File: src/rtl/seg_cmd_pkg.sv
// Shared widths, opcodes and FSM state type for the segmented-command scheduler.
package seg_cmd_pkg;

    localparam int D1_W      = 8;
    localparam int D2_W      = 8;
    localparam int D3_W      = 6;
    localparam int D4_W      = 7;
    localparam int D5_W      = 12;
    localparam int PAYLOAD_W = D1_W + D2_W + D3_W + D4_W + D5_W;
    localparam int SEL_W     = 4;
    localparam int ENTRY_W   = SEL_W + PAYLOAD_W;

    localparam logic [SEL_W-1:0] FLUSH_OP = 4'hF;

    typedef enum logic {
        IDLE,
        ISSUE
    } state_t;

endpackage

File: src/rtl/seg_cmd_fifo.sv
// Synchronous FIFO holding {state_sel, payload} entries; flush empties it in one cycle.
module seg_cmd_fifo #(
    parameter int WIDTH = 45,
    parameter int DEPTH = 4
) (
    input  logic             clk,
    input  logic             rst,
    input  logic             push,
    input  logic             pop,
    input  logic             flush,
    input  logic [WIDTH-1:0] wdata,
    output logic [WIDTH-1:0] head,
    output logic             full,
    output logic             empty
);

    localparam int PTR_W = $clog2(DEPTH);
    localparam int CNT_W = PTR_W + 1;
    localparam logic [CNT_W-1:0] DEPTH_C = CNT_W'(DEPTH);

    logic [WIDTH-1:0] mem_q [DEPTH];
    logic [WIDTH-1:0] mem_d [DEPTH];
    logic [PTR_W-1:0] wr_ptr_q, wr_ptr_d;
    logic [PTR_W-1:0] rd_ptr_q, rd_ptr_d;
    logic [CNT_W-1:0] count_q, count_d;
    logic             do_push;
    logic             do_pop;

    assign full    = (count_q == DEPTH_C);
    assign empty   = (count_q == '0);
    assign head    = mem_q[rd_ptr_q];
    assign do_push = push && !full && !flush;
    assign do_pop  = pop && !empty && !flush;

    always_comb begin
        mem_d    = mem_q;
        wr_ptr_d = wr_ptr_q;
        rd_ptr_d = rd_ptr_q;
        count_d  = count_q;
        if (flush) begin
            wr_ptr_d = '0;
            rd_ptr_d = '0;
            count_d  = '0;
        end else begin
            if (do_push) begin
                mem_d[wr_ptr_q] = wdata;
                wr_ptr_d        = wr_ptr_q + PTR_W'(1);
            end
            if (do_pop) begin
                rd_ptr_d = rd_ptr_q + PTR_W'(1);
            end
            case ({do_push, do_pop})
                2'b10:   count_d = count_q + CNT_W'(1);
                2'b01:   count_d = count_q - CNT_W'(1);
                default: count_d = count_q;
            endcase
        end
    end

    always_ff @(posedge clk) begin
        if (rst) begin
            wr_ptr_q <= '0;
            rd_ptr_q <= '0;
            count_q  <= '0;
        end else begin
            wr_ptr_q <= wr_ptr_d;
            rd_ptr_q <= rd_ptr_d;
            count_q  <= count_d;
        end
    end

    // Storage carries no reset: an entry is only ever read after it was written.
    always_ff @(posedge clk) begin
        mem_q <= mem_d;
    end

endmodule

File: src/rtl/seg_cmd_scheduler.sv
// Queues segmented commands and dispatches them one at a time to NUM_TGT targets
// over valid/ready, dropping illegal, overflowing and timed-out commands.
module seg_cmd_scheduler
    import seg_cmd_pkg::*;
#(
    parameter int NUM_TGT = 4,
    parameter int DEPTH   = 4,
    parameter int TIMEOUT = 1000
) (
    input  logic                 clk,
    input  logic                 rst,
    input  logic                 seg_done,
    input  logic                 en,
    input  logic [SEL_W-1:0]     state_sel,
    input  logic [D1_W-1:0]      data1,
    input  logic [D2_W-1:0]      data2,
    input  logic [D3_W-1:0]      data3,
    input  logic [D4_W-1:0]      data4,
    input  logic [D5_W-1:0]      data5,
    output logic                 out_valid,
    output logic [SEL_W-1:0]     out_tgt,
    output logic [PAYLOAD_W-1:0] out_payload,
    input  logic [NUM_TGT-1:0]   out_ready,
    output logic                 busy,
    output logic                 fifo_full,
    output logic                 err_illegal,
    output logic                 err_overflow,
    output logic                 err_timeout,
    output logic [7:0]           drop_cnt
);

    localparam int TO_W = $clog2(TIMEOUT);
    localparam logic [TO_W-1:0]  TO_LAST   = TO_W'(TIMEOUT - 1);
    localparam logic [SEL_W:0]   NUM_TGT_L = 5'(NUM_TGT);

    state_t                 state_q, state_d;
    logic [SEL_W-1:0]       out_tgt_q, out_tgt_d;
    logic [PAYLOAD_W-1:0]   out_payload_q, out_payload_d;
    logic [TO_W-1:0]        to_cnt_q, to_cnt_d;
    logic [7:0]             drop_cnt_q, drop_cnt_d;
    logic                   err_illegal_q, err_illegal_d;
    logic                   err_overflow_q, err_overflow_d;
    logic                   err_timeout_q, err_timeout_d;

    logic                   cmd_valid;
    logic                   sel_legal;
    logic                   is_flush;
    logic                   is_illegal;
    logic                   is_overflow;
    logic                   do_push;
    logic                   do_pop;
    logic                   timeout_hit;
    logic                   ready_sel;
    logic                   fifo_empty;
    logic [ENTRY_W-1:0]     fifo_head;
    logic [8:0]             drop_sum;

    assign cmd_valid   = seg_done && en;
    assign sel_legal   = ({1'b0, state_sel} < NUM_TGT_L);
    assign is_flush    = cmd_valid && (state_sel == FLUSH_OP);
    assign is_illegal  = cmd_valid && !sel_legal && (state_sel != FLUSH_OP);
    assign is_overflow = cmd_valid && sel_legal && fifo_full;
    assign do_push     = cmd_valid && sel_legal && !fifo_full;

    seg_cmd_fifo #(
        .WIDTH (ENTRY_W),
        .DEPTH (DEPTH)
    ) u_fifo (
        .clk   (clk),
        .rst   (rst),
        .push  (do_push),
        .pop   (do_pop),
        .flush (is_flush),
        .wdata ({state_sel, data1, data2, data3, data4, data5}),
        .head  (fifo_head),
        .full  (fifo_full),
        .empty (fifo_empty)
    );

    // Only the addressed target's ready bit takes part in the handshake.
    always_comb begin
        ready_sel = 1'b0;
        for (int i = 0; i < NUM_TGT; i++) begin
            if (out_tgt_q == SEL_W'(i)) begin
                ready_sel = out_ready[i];
            end
        end
    end

    always_comb begin
        state_d       = state_q;
        out_tgt_d     = out_tgt_q;
        out_payload_d = out_payload_q;
        to_cnt_d      = to_cnt_q;
        do_pop        = 1'b0;
        timeout_hit   = 1'b0;
        case (state_q)
            IDLE: begin
                if (!fifo_empty && !is_flush) begin
                    do_pop        = 1'b1;
                    out_tgt_d     = fifo_head[ENTRY_W-1 -: SEL_W];
                    out_payload_d = fifo_head[PAYLOAD_W-1:0];
                    to_cnt_d      = '0;
                    state_d       = ISSUE;
                end
            end
            ISSUE: begin
                if (ready_sel) begin
                    state_d = IDLE;
                end else if (to_cnt_q == TO_LAST) begin
                    timeout_hit = 1'b1;
                    state_d     = IDLE;
                end else begin
                    to_cnt_d = to_cnt_q + TO_W'(1);
                end
            end
            default: state_d = IDLE;
        endcase
    end

    // A push drop and a timeout abort can land on the same edge, so up to +2.
    always_comb begin
        err_illegal_d  = is_illegal;
        err_overflow_d = is_overflow;
        err_timeout_d  = timeout_hit;
        drop_sum       = {1'b0, drop_cnt_q} + 9'(is_illegal) + 9'(is_overflow) + 9'(timeout_hit);
        drop_cnt_d     = drop_sum[8] ? 8'hFF : drop_sum[7:0];
    end

    always_ff @(posedge clk) begin
        if (rst) begin
            state_q        <= IDLE;
            out_tgt_q      <= '0;
            out_payload_q  <= '0;
            to_cnt_q       <= '0;
            drop_cnt_q     <= '0;
            err_illegal_q  <= 1'b0;
            err_overflow_q <= 1'b0;
            err_timeout_q  <= 1'b0;
        end else begin
            state_q        <= state_d;
            out_tgt_q      <= out_tgt_d;
            out_payload_q  <= out_payload_d;
            to_cnt_q       <= to_cnt_d;
            drop_cnt_q     <= drop_cnt_d;
            err_illegal_q  <= err_illegal_d;
            err_overflow_q <= err_overflow_d;
            err_timeout_q  <= err_timeout_d;
        end
    end

    assign out_valid    = (state_q == ISSUE);
    assign out_tgt      = out_tgt_q;
    assign out_payload  = out_payload_q;
    assign busy         = !fifo_empty || (state_q != IDLE);
    assign err_illegal  = err_illegal_q;
    assign err_overflow = err_overflow_q;
    assign err_timeout  = err_timeout_q;
    assign drop_cnt     = drop_cnt_q;

endmodule
File: config.mk
export PLATFORM = sky130hd
export DESIGN_NAME = seg_cmd_scheduler
export DESIGN_NICKNAME = d
export VERILOG_FILES = /design/src/rtl/seg_cmd_pkg.sv /design/src/rtl/seg_cmd_fifo.sv /design/src/rtl/seg_cmd_scheduler.sv
export SDC_FILE = /design/constraint.sdc
export NUM_CORES = 1
export LEC_CHECK = 0
export ABC_AREA = 1
export BUFFER_PORTS_ARGS = -buffer_cell sky130_fd_sc_hd__buf_2
export CELL_PAD_IN_SITES_DETAIL_PLACEMENT = 0
export CELL_PAD_IN_SITES_GLOBAL_PLACEMENT = 1
export CORE_ASPECT_RATIO = 1.25
export CORE_UTILIZATION = 30
export DETAILED_ROUTE_END_ITERATION = 8
export PLACE_DENSITY = 0.59
export SYNTH_ARGS = -nofsm -noshare
export SYNTH_HDL_FRONTEND = slang
export SYNTH_HIERARCHICAL = 1
export SYNTH_SLANG_ARGS = --single-unit
File: constraint.sdc
create_clock -name clk -period 9 [get_ports clk]
set_input_delay 0.45 -clock clk [delete_from_list [all_inputs] [get_ports clk]]
set_output_delay 0.45 -clock clk [all_outputs]
set_load 0.01 [all_outputs]
Word level (Yosys, flattened, before mapping)
Index checks and enable logic that the tools add are counted.
W data, S select, Z words.
{"block": "totals", "out_inout_bits": 59, "ff_bits": 254, "inputBits": 53}
{"block": "classes", "n_reduce_logical": 25, "magnitude_cmp": 4, "bitwise": 4, "n_eq_ne": 12, "n_mux": 24, "addsub": 8}
{"op": "$bwmux W180", "n": 1}
{"op": "$mux W45", "n": 3}
{"op": "$bmux W45 S2", "n": 1}
{"op": "$demux W45 S2", "n": 1}
{"op": "$mux W10", "n": 3}
{"op": "$pmux W10 S2", "n": 1}
{"op": "$add A9 B1 Y9", "n": 2}
{"op": "$logic_and A1 B1 Y1", "n": 13}
{"op": "$mux W1", "n": 11}
{"op": "$add A10 B1 Y10 const B", "n": 1}
{"op": "$eq A10 B10 Y1 const B", "n": 1}
{"op": "$add A8 B1 Y9", "n": 1}
{"op": "$eq A4 B2 Y1 const B", "n": 2}
{"op": "$mux W8", "n": 1}
{"op": "$ge A3 B3 Y1 const B", "n": 2}
{"op": "$ne A2 B2 Y1 const B", "n": 3}
{"op": "$not A2 Y3", "n": 2}
{"op": "$pmux W3 S2", "n": 1}
{"op": "$add A2 B1 Y2 const B", "n": 2}
{"op": "$eq A4 B1 Y1 const B", "n": 1}
{"op": "$eq A4 B4 Y1 const B", "n": 1}
{"op": "$logic_not A1 Y1", "n": 4}
{"op": "$logic_not A4 Y1", "n": 1}
{"op": "$lt A4 B3 Y1 const B", "n": 1}
{"op": "15 further kinds", "n": 17}

Logic depth before layout (Yosys ltp)
Gate-level depths: netlist of run 1.
{"block": "depth", "word_depth": 10, "depth_mapped": 20}

Cells and area by module
Netlist of run 1, hierarchy kept.
{"module": "seg_cmd_fifo", "cells_per_inst": 506, "area_each_um2": 7119.3, "seq_area_each_um2": 5545.3, "instances": 1}
{"module": "seg_cmd_scheduler", "cells_per_inst": 392, "area_each_um2": 2892.8, "seq_area_each_um2": 1341.3, "instances": 1}

Least setup slack after synthesis of run 1
OpenSTA, ideal clock, no wires.
{"block": "synth_path", "path_kind": "input-to-reg", "from": "in state_sel[3]", "to": "reg u_fifo/mem_q[0] (netlist bit) (enable)", "t_arrival_ns": 3.030, "path_stages": 7, "required_time_ns": 8.552, "setup_time_ns": 0.448, "path_buffers": 0, "path_slack_ns": 5.522, "cell_sequence": "nor2_1 > nand2_1 > nor2_1 > inv_1 > nor2_1 > nand2_1 > nor2_1"}
{"block": "synth_between", "elab_chain_cells": 6, "word_cells_on_any_way": 10, "classes_between": "order compare (1); eq/ne (1); bitwise (1); reduce/logical (7)"}
{"item": "start, declared", "line_no": "seg_cmd_scheduler.sv:14", "source": "input logic [SEL_W-1:0] state_sel,"}
{"item": "$lt A4 B3 Y1", "line_no": "seg_cmd_scheduler.sv:59", "source": "assign sel_legal = ({1'b0, state_sel} < NUM_TGT_L);"}
{"item": "$logic_and A1 B1 Y1 (2 in series)", "line_no": "seg_cmd_scheduler.sv:63", "source": "assign do_push = cmd_valid && sel_legal && !fifo_full;"}
{"item": "net do_push", "line_no": "seg_cmd_scheduler.sv:50", "source": "logic do_push;"}
{"item": "$logic_and A1 B1 Y1 (2 in series)", "line_no": "seg_cmd_fifo.sv:32", "source": "assign do_push = push && !full && !flush;"}
{"item": "$reduce_and A2 Y1 (no source line)"}
{"item": "end signal, assigned", "line_no": "seg_cmd_fifo.sv:74", "source": "mem_q <= mem_d;"}
{"item": "end, declared", "line_no": "seg_cmd_fifo.sv:21", "source": "logic [WIDTH-1:0] mem_q [DEPTH];"}
The timed path passes the listed nets, and every way through them passes these cells.
A chain may end at the register's enable or synchronous reset.

Worst setup path in the final report of run 1
{"block": "layout_path", "from": "reg to_cnt_q[1]", "to": "reg drop_cnt_q[5] (netlist: drop_cnt[5])"}
{"block": "layout_between", "elab_chain_cells": 6}
{"item": "start, declared", "line_no": "seg_cmd_scheduler.sv:39", "source": "logic [TO_W-1:0] to_cnt_q, to_cnt_d;"}
{"item": "start signal, assigned", "line_no": "seg_cmd_scheduler.sv:144", "source": "to_cnt_q <= to_cnt_d;"}
{"item": "$eq A10 B10 Y1", "line_no": "seg_cmd_scheduler.sv:110", "source": "end else if (to_cnt_q == TO_LAST) begin"}
{"item": "$mux W1", "line_no": "seg_cmd_scheduler.sv:110"}
{"item": "$mux W1", "line_no": "seg_cmd_scheduler.sv:108", "source": "if (ready_sel) begin"}
{"item": "$mux W1", "line_no": "seg_cmd_scheduler.sv:97", "source": "case (state_q)"}
{"item": "net err_timeout_d", "line_no": "seg_cmd_scheduler.sv:43", "source": "logic err_timeout_q, err_timeout_d;"}
{"item": "$add A9 B1 Y9", "line_no": "seg_cmd_scheduler.sv:126", "source": "drop_sum = {1'b0, drop_cnt_q} + 9'(is_illegal) + 9'(is_overflow) + 9'(timeout_hit);"}
{"item": "$mux W8", "line_no": "seg_cmd_scheduler.sv:127", "source": "drop_cnt_d = drop_sum[8] ? 8'hFF : drop_sum[7:0];"}
{"item": "end signal, assigned", "line_no": "seg_cmd_scheduler.sv:145", "source": "drop_cnt_q <= drop_cnt_d;"}
{"item": "end, declared", "line_no": "seg_cmd_scheduler.sv:40", "source": "logic [7:0] drop_cnt_q, drop_cnt_d;"}
The timed path passes the listed nets, and every way through them passes these cells.

==> results of run 1 <==
synthesized netlist by cell type, types with 8 or more instances:
cell type  instances
nor2_1           213
edfxtp_1         180
o21ai_0           98
dfxtp_1           74
nand2_1           73
o22ai_1           45
o21ai_1           44
inv_1             39
nand3_1           25
clkbuf_1          18
a21oi_1           13
buf_2             10
buf_6             10
ha_1               8
flip-flops by register name, indices dropped and copies added (netlist names):
register,count
drop_cnt,8
err_illegal,1
err_overflow,1
err_timeout,1
out_payload,41
out_tgt,4
out_valid,1
to_cnt_q,10
u_fifo/count_q,3
u_fifo/mem_q,180
u_fifo/rd_ptr_q,2
u_fifo/wr_ptr_q,2
kinds of logic (layout without fill, tap and decap cells):
family | count (synthesis) | in the layout | synth area share [%]
adders and majority gates | 11 | 11 | 1.60
and+or+nand+nor | 332 | 332 | 13.6
AOI/OAI and AO/OA | 208 | 208 | 11.2
DFF | 254 | 254 | 68.8
other | 0 | 1 | 0
buffers and inverters | 90 | 214 | 4.56
xor gates and xnor gates | 3 | 3 | 0.262
routing by layer:
metal / part of all wire (%) / routed length, um
met1: 44 / 10500
met2: 50 / 12100
met3: 4.6 / 1110
met4: 1.3 / 321
met5: 0.092 / 22
cell type report:
cell class	count	area (um^2)
Fill cell	3314	21000
Sequential cell	254	6890
Multi-Input combinational cell	554	2700
Clock buffer	37	763
Timing Repair Buffer	120	623
Tap cell	418	523
Inverter	44	166
Clock inverter	13	125
Antenna cell	1	2.50
stage by stage:
stage	std cells	hold WS (ns)	instance area (um^2)
2_1_floorplan	898	0.466	10000
4_1_cts	1440	0.108	11800
3_5_place_dp	1390	0.468	10900
5_1_grt	1441	0.113	11800
3_3_place_gp	1390	0.460	10900
6_report	1441	0.128	11800
power by group through the flow:
stage          Clock, mW  Combinational, mW  Sequential [mW]
3_3_place_gp           0              0.189             1.33
6_report            1.10              0.186             1.30
2_1_floorplan          0              0.104             1.34
4_1_cts             1.13              0.192             1.30
3_5_place_dp           0              0.192             1.33
5_1_grt             1.18              0.212             1.31
final timing paths:
check | start | endpoint | slack (ns)
hold reg to reg | out_payload[0] | out_payload[0] | 0.48
setup / recovery | to_cnt_q[1] | drop_cnt[5] | 6.02
hold / removal | data2[2] | u_fifo/mem_q[27] | 0.13
setup reg to reg | to_cnt_q[1] | drop_cnt[5] | 6.02
==> metrics.txt, run 1 <==
status finished, violations left; failing checks DRC; Starting Density a little under a third; Clock Path Buffers 3; Critical Path Sink Type register; final WL about 24000 um; #FFs+latches synth around 250; WP buf/inv 1; Most Used Layer, Global Route met2; CP max-delay cell fa_1; crit-path most repeated cell nand2_1; cell-internal power between 1.5 and 2 mW; Rows 74; vias per cell approximately 4.7; Post-CTS Setup Inserts 0; DR iter-0 viols about 340; Sink Count 254; Synth Net Count 962; clk_skew 0.0134 ns; met1 usage between 10% and 20%; max-cap viol count 0; IO Port Bufs approximately 110; Max FO, Critical Path 7; vias in the first global route 6732; commonest non-fill, non-tap cells in the layout nor2_1, edfxtp_1, buf_2; Async SR Flop Fraction 0%; First-pass DRT Iterations 6; DRT antenna net count 0; WS Path Type reg -> reg; final net count between 1000 and 1500; H-tree depth 1; Area growth syn-to-layout 17.8%; cell family with most CP delay adder cells; CTS buffer count 27; Leak approximately 4.3 nW; clk_lat worst skew roughly 0.54 ns; largest area contributor in the netlist edfxtp_1; Die X approximately 170 um; sequential share of power 50.4%; Total Power approximately 2.6 mW; R2R depth 14; initial antenna violation count 3; VDD IR max around 0.12 mV; Worst-path clk slew about 0.070 ns; Root Driver clkbuf_16; Mapped Area roughly 10000 um^2; dpl ws slightly below 6 ns; Die H between 200 and 250 um; share of cells above drive strength 1 between 10% and 20%; top-area cell type share of the netlist area around 54%; PD cells 219 nW/um^2; Fmax 335 MHz; routed len/inst roughly 17 um; Final Wtd Congestion about 0.76; met3 global-route usage 2.47%; die area 34100 um^2; post-synthesis sequential area ratio between 60 and 70%; syn avg cell area between 10 and 15 um^2; hpwl dp roughly 14000 um; Critical Path, Cell by Cell ha_1 -> nand2_1 -> nor2_2 -> nand2_2 -> nor3_1 -> fa_1 -> ha_1 -> fa_1 -> nand2_1 -> nor3_1 -> nand3_1 -> nand3_1 -> nand2_1 -> inv_1; final hold violations 0; CP startpoint kind register; Layout Utilization 36.0%; global-route wire length before repair 37200 um; top_reg_cell synth edfxtp_1; slowest cell delay on critical path 0.46 ns; hold_buf cts 0; final setup violation count 0; hold depth 1; grt met2 use 26.1%; worst min-delay path class in -> reg; sw frac a little under a quarter; total gr overflow 0; commonest non-fill, non-tap cell in the layout nor2_1; worst slew pin tran just over 1 ns; crit share post-route between 30% and 40%; post-layout min period slightly below 3 ns; DRC 12; Crit path depth 14; setup TNS 0 ns; largest net degree at the start of global routing 92; setup slack after layout about 6.0 ns; Comb power frac slightly above 7%; DR vias 6719; IO Count around 110; Data required, critical path 9.43 ns; Post-synth EDFFs 180; GRT Overall Usage 14.4%; clock network fraction of total power between 40% and 50%; Synth area leaders edfxtp_1, dfxtp_1, nor2_1; distinct cell type count after synthesis 33; Max transition margin a little under a third; Synth Warn # 6; post-cts resize count 0; RSZ-0062 raised after global routing false; CP Data Arrival Time 3.41 ns; Net Switching 0.591 mW; Syn Inst Count roughly 900; CTS tree yes; Pins Over Slew Limit 0; core box area about 33000 um^2
Power figures use the tool's default switching activity.
==> run 2, diff against run 1 <==
- PLACE_DENSITY: 0.59 -> 0.61
- clock period: 9 -> 2.5 ns (I/O delays scaled with it)
==> run 2 against run 1 <==
Effect of this change:
- the run still ends with DRC left
- global-route usage barely moved
- non-clock buffer count up 85
- via count up 4.5%
- final cell count is 5.7% higher
- combinational power grew to 4.3 times the previous value
- critical path type unchanged
==> metrics.txt, run 2 (synthesis results as in run 1) <==
hpwl dp 14600 um (+6.6%); DRT antenna net count 0 (unchanged); core box area 32800 um^2 (unchanged); Data required, critical path 2.90 ns (-6.53 ns); multi-input logic area 2800 um^2 (+3.8%); CP startpoint kind register; Placed Cells 1424 (+2.4%); Leak 4.77 nW (+11%); Reg area 6900 um^2 (about the same); cell family with most CP delay adder cells; CTS tree yes; RSZ-0062 raised after global routing true; DR vias 7024 (+4.5%); Root Driver clkbuf_16; Sink Count 254 (unchanged); Max transition margin 58.9% (+27 points); CTS buffer count 26 (-3.7%); final hold violations 0 (unchanged); CP max-delay cell fa_1; final WL 24200 um (+0.61%); DR iter-0 viols 393 (+16%); worst slew pin tran 0.617 ns (-0.410 ns); Critical Path Sink Type register; Net Switching 2.09 mW (+250%); final setup violation count 0 (unchanged); total gr overflow 0 (unchanged); max reg flops 180 (unchanged); final hold slack 0.0797 ns (-0.0486 ns); Area growth syn-to-layout 27.2%; die area 34100 um^2 (unchanged); CP Data Arrival Time 2.89 ns (-0.52 ns); clock network fraction of total power 41.5% (-0.9 points); Rows 74 (unchanged); GRT Overall Usage 14.4% (about the same); fill count 3229 (-2.6%); initial antenna violation count 1 (-2); Die H 206 um (unchanged); final net count 1149 (+7.9%); Die X 165 um (unchanged); clk_lat worst skew 0.53 ns (about the same); dpl ws -0.0856 ns (-6.05 ns); sw frac 22.3% (-0.54 points); sequential share of power 50.0% (-0.4 points); Finished Layout Cells 1523 (+5.7%); Final Wtd Congestion 0.766 (+0.78%); PD cells 735 nW/um^2 (+240%); WP buf/inv 1 (unchanged); routed len/inst 15.9 um (-4.8%); slowest cell delay on critical path 0.42 ns (-0.04 ns); commonest non-fill, non-tap cells in the layout nor2_1, edfxtp_1, buf_2; commonest non-fill, non-tap cell in the layout nor2_1; VDD IR max 0.404 mV (+230%); DRC 20 (+8); Fmax 403 MHz (+20%); H-tree depth 1 (unchanged); global-route wire length before repair 37300 um (+0.15%); clk_skew 0.0152 ns (+0.00178 ns); max-cap viol count 0 (unchanged); post-layout min period 2.48 ns (-0.498 ns); vias per cell 4.61 (-1.1%); failing checks DRC; IO Count 112 (unchanged); share of cells above drive strength 1 22.5% (+3.6 points); cell-internal power 7.27 mW (+260%); crit share post-route 99.4% (+66 points); Clock Path Buffers 3 (unchanged); Critical Path, Cell by Cell ha_4 -> nand2_4 -> nor2_2 -> nand2_2 -> nor3_4 -> fa_1 -> ha_2 -> fa_2 -> buf_4 -> nand3_2 -> xor2_1 -> a21oi_1; Starting Density 30.5% (unchanged); register with the most flip-flops u_fifo/mem_q; Final Instance Area 12700 um^2 (+8.0%); First-pass DRT Iterations 7 (+1); largest net degree at the start of global routing 61 (-34%); Pins Over Slew Limit 0 (unchanged); Max FO, Critical Path 2 (-5); status finished, violations left; setup slack after layout 0.0162 ns (-6.00 ns); Layout Utilization 38.8% (+2.9 points); IO Port Bufs 111 (unchanged); WS Path Type reg -> reg; Comb power frac 8.5% (+1.3 points); Placed Area 11300 um^2 (+3.5%); worst min-delay path class in -> reg; Worst-path clk slew 0.06 ns (about the same); vias in the first global route 6779 (+0.70%)
run 2: worst paths after layout:
kind / startpoint / endpoint / slack (ns) / cells past startpoint
setup / recovery: to_cnt_q[1] / drop_cnt[4] / 0.02 / 12
hold / removal: rst / to_cnt_q[3] / 0.08 / 3
setup reg to reg: to_cnt_q[1] / drop_cnt[4] / 0.02 / 12
hold reg to reg: out_payload[25] / out_payload[25] / 0.48 / 2
run 2: metal layers:
metal | up-vias | part of all wire (%) | global-route usage [%]
met1 | 3357 | 44 | 17.8
met3 | 26 | 4.0 | 2.03
met2 | 135 | 51 | 25.7
li1 | 3506 | - | -
met5 | - | 0 | 0
met4 | 0 | 1.7 | 4.12
run 2: area by class of cell:
type	instances	area share, %
Sequential cell	254	54.2
Multi-Input combinational cell	554	22.0
Timing Repair Buffer	205	11.6
Clock buffer	40	6.09
Tap cell	418	4.11
Inverter	44	1.31
Clock inverter	7	0.707
Antenna cell	1	0.0197
run 2: per-stage QoR:
step | setup TNS [ns] | power (mW)
finish | 0 | 9.36
CTS | -0.0496 | 9.49
global route | -0.826 | 9.75
global placement | -0.133 | 5.50
detailed placement | -0.239 | 5.50
floorplan | -28.26 | 5.19
run 2: what timing repair did:
item	4_1_cts	5_1_grt
pin swaps	12	11
buffers inserted	1	3
cloned	0	0
hold buffers	47	0
gates resized for setup	10	13
endpoints found under the hold margin	181	0
setup endpoints to repair	8	9
run 2: tightest hold or removal path, stage by stage:
cell,delay (ns)
buf_2,0.11
buf_4,0.28
a21oi_2,0.04
run 2: power groups by stage:
stage	Clock [mW]	Sequential, mW	Combinational [mW]
floorplan	0	4.82	0.375
detailed placement	0	4.77	0.732
finish	3.89	4.68	0.794
global placement	0	4.77	0.733
CTS	4.01	4.68	0.799
global route	4.16	4.69	0.895
==> run 3, diff against run 2 <==
- CORE_ASPECT_RATIO: 1.25 -> 1.1
==> run 3 against run 2 <==
Effect of this change:
- the flow now finishes without violations
- fmax increased by 0.22%
- global-route usage increased by 0.12 points
- core utilization increased by 0.95 points
- combinational power increased by 2%
- power increased by 9.3%
- flip-flop and latch count unchanged
- largest cell class unchanged
- final cell count increased by 0.79%
- die area about the same
==> metrics.txt, run 3 (synthesis results as in run 1) <==
status finished clean; DRT antenna net count 0 (unchanged); commonest non-fill, non-tap cell in the layout nor2_1; crit share post-route 99.1% (-0.22 points); VDD IR max 0.597 mV (+48%); Worst-path clk slew 0.06 ns (about the same); Max transition margin 56.5% (-2.4 points); setup TNS 0 ns (unchanged); GRT Overall Usage 14.5% (+0.12 points); Root Driver clkbuf_16; H-tree depth 1 (unchanged); final hold slack 0.0510 ns (-0.0287 ns); post-layout min period 2.48 ns (-0.00554 ns); global-route wire length before repair 38300 um (+2.7%); worst slew pin tran 0.652 ns (+0.0355 ns); CTS tree yes; First-pass DRT Iterations 4 (-3); share of cells above drive strength 1 23.1% (+0.62 points); Die X 176 um (+6.5%); core box area 32500 um^2 (-0.70%); register with the most flip-flops u_fifo/mem_q; Area growth syn-to-layout 29.4%; final WL 24400 um (+0.93%); CP startpoint kind register; IO Count 112 (unchanged); worst min-delay path class in -> reg; Sink Count 254 (unchanged); Starting Density 30.8% (+0.21 points); DR iter-0 viols 302 (-23%); hpwl dp 14700 um (+0.65%); PD cells 790 nW/um^2 (+7.5%); final setup violation count 0 (unchanged); routed len/inst 15.9 um (+0.14%); Data required, critical path 2.92 ns (+0.02 ns); WS Path Type reg -> reg; Max FO, Critical Path 3 (+1); Leak 4.87 nW (+2.2%); Final Instance Area 13000 um^2 (+1.7%); die area 34100 um^2 (about the same); Reg area 6900 um^2 (about the same); commonest non-fill, non-tap cells in the layout nor2_1, edfxtp_1, buf_2; Layout Utilization 39.8% (+0.95 points); ANT cells 0 (-1); largest net degree at the start of global routing 55 (-9.8%); DR vias 7077 (+0.75%); Die H 194 um (-6.1%); multi-input logic area 2800 um^2 (unchanged); final net count 1152 (+0.26%); RSZ-0062 raised after global routing true; clk_skew 0.0130 ns (-0.00217 ns); Clock Path Buffers 3 (unchanged); initial antenna violation count 0 (-1); Critical Path Sink Type register; IO Port Bufs 111 (unchanged); Rows 69 (-6.8%); max-cap viol count 0 (unchanged); fill count 3159 (-2.2%); Placed Area 11300 um^2 (+0.24%); max reg flops 180 (unchanged); Pins Over Slew Limit 0 (unchanged); CTS buffer count 27 (+3.8%); DRC 0 (-100%); clk_lat worst skew 0.54 ns (about the same); vias per cell 4.61 (about the same); CP Data Arrival Time 2.89 ns (about the same); total gr overflow 0 (unchanged); vias in the first global route 7072 (+4.3%); Final Wtd Congestion 0.755 (-1.3%); final hold violations 0 (unchanged); Fmax 404 MHz (+0.22%)
[run 3: per-stage QoR]
stage	setup WS, ns	std cells	power [mW]
6_report	0.0217	1535	10.2
5_1_grt	-0.0963	1535	10.6
4_1_cts	0.00273	1533	10.4
2_1_floorplan	-0.157	898	5.19
3_5_place_dp	-0.0527	1436	5.51
3_3_place_gp	-0.0162	1436	5.51
[run 3: metal layers]
layer,up-vias,routed length [um],global-route usage (%)
li1,3506,-,-
met1,3380,10800,18.1
met2,150,12100,25.3
met3,41,1020,2.28
met4,0,541,4.51
met5,-,0,0
[run 3: cell type report]
type,count,area share [%]
inverter,44,1.28
sequential,254,53.2
clock inverter,23,3.09
timing repair buffer,207,11.4
multi-input combinational,554,21.6
tap,426,4.12
clock buffer,27,5.22
[run 3: timing repair]
| action | 4_1_cts | 5_1_grt |
|---|---|---|
| hold buffers | 47 | 0 |
| endpoints found under the setup margin | 8 | 8 |
| pin swaps | 5 | 6 |
| setup buffers | 0 | 2 |
| endpoints found under the hold margin | 181 | 0 |
| gates resized for setup | 10 | 12 |
[run 3: report_power, final]
group          switching (mW)  internal (mW)
logic                   0.489          0.318
clock network            1.64           3.11
registers              0.0586           4.62
total                    2.19           8.05
[run 3: path summary, 6_finish.rpt]
path              cells past startpoint               to  slack (ns)             from
hold / removal                        3      to_cnt_q[7]        0.05              rst
setup / recovery                     12      drop_cnt[4]        0.02      to_cnt_q[1]
hold reg to reg                       2  out_payload[36]        0.48  out_payload[36]
setup reg to reg                     12      drop_cnt[4]        0.02      to_cnt_q[1]
[run 3: critical path, stage by stage, from the launching register on]
cell and delay (ns):
dfxtp_2 0.36, ha_4 0.15, nand2_4 0.06, nor2_4 0.08, nand2_2 0.07, nor3_4 0.19
fa_1 0.44, ha_2 0.20, fa_2 0.37, buf_4 0.15, nand3_2 0.07, xor2_1 0.15
a21oi_1 0.08
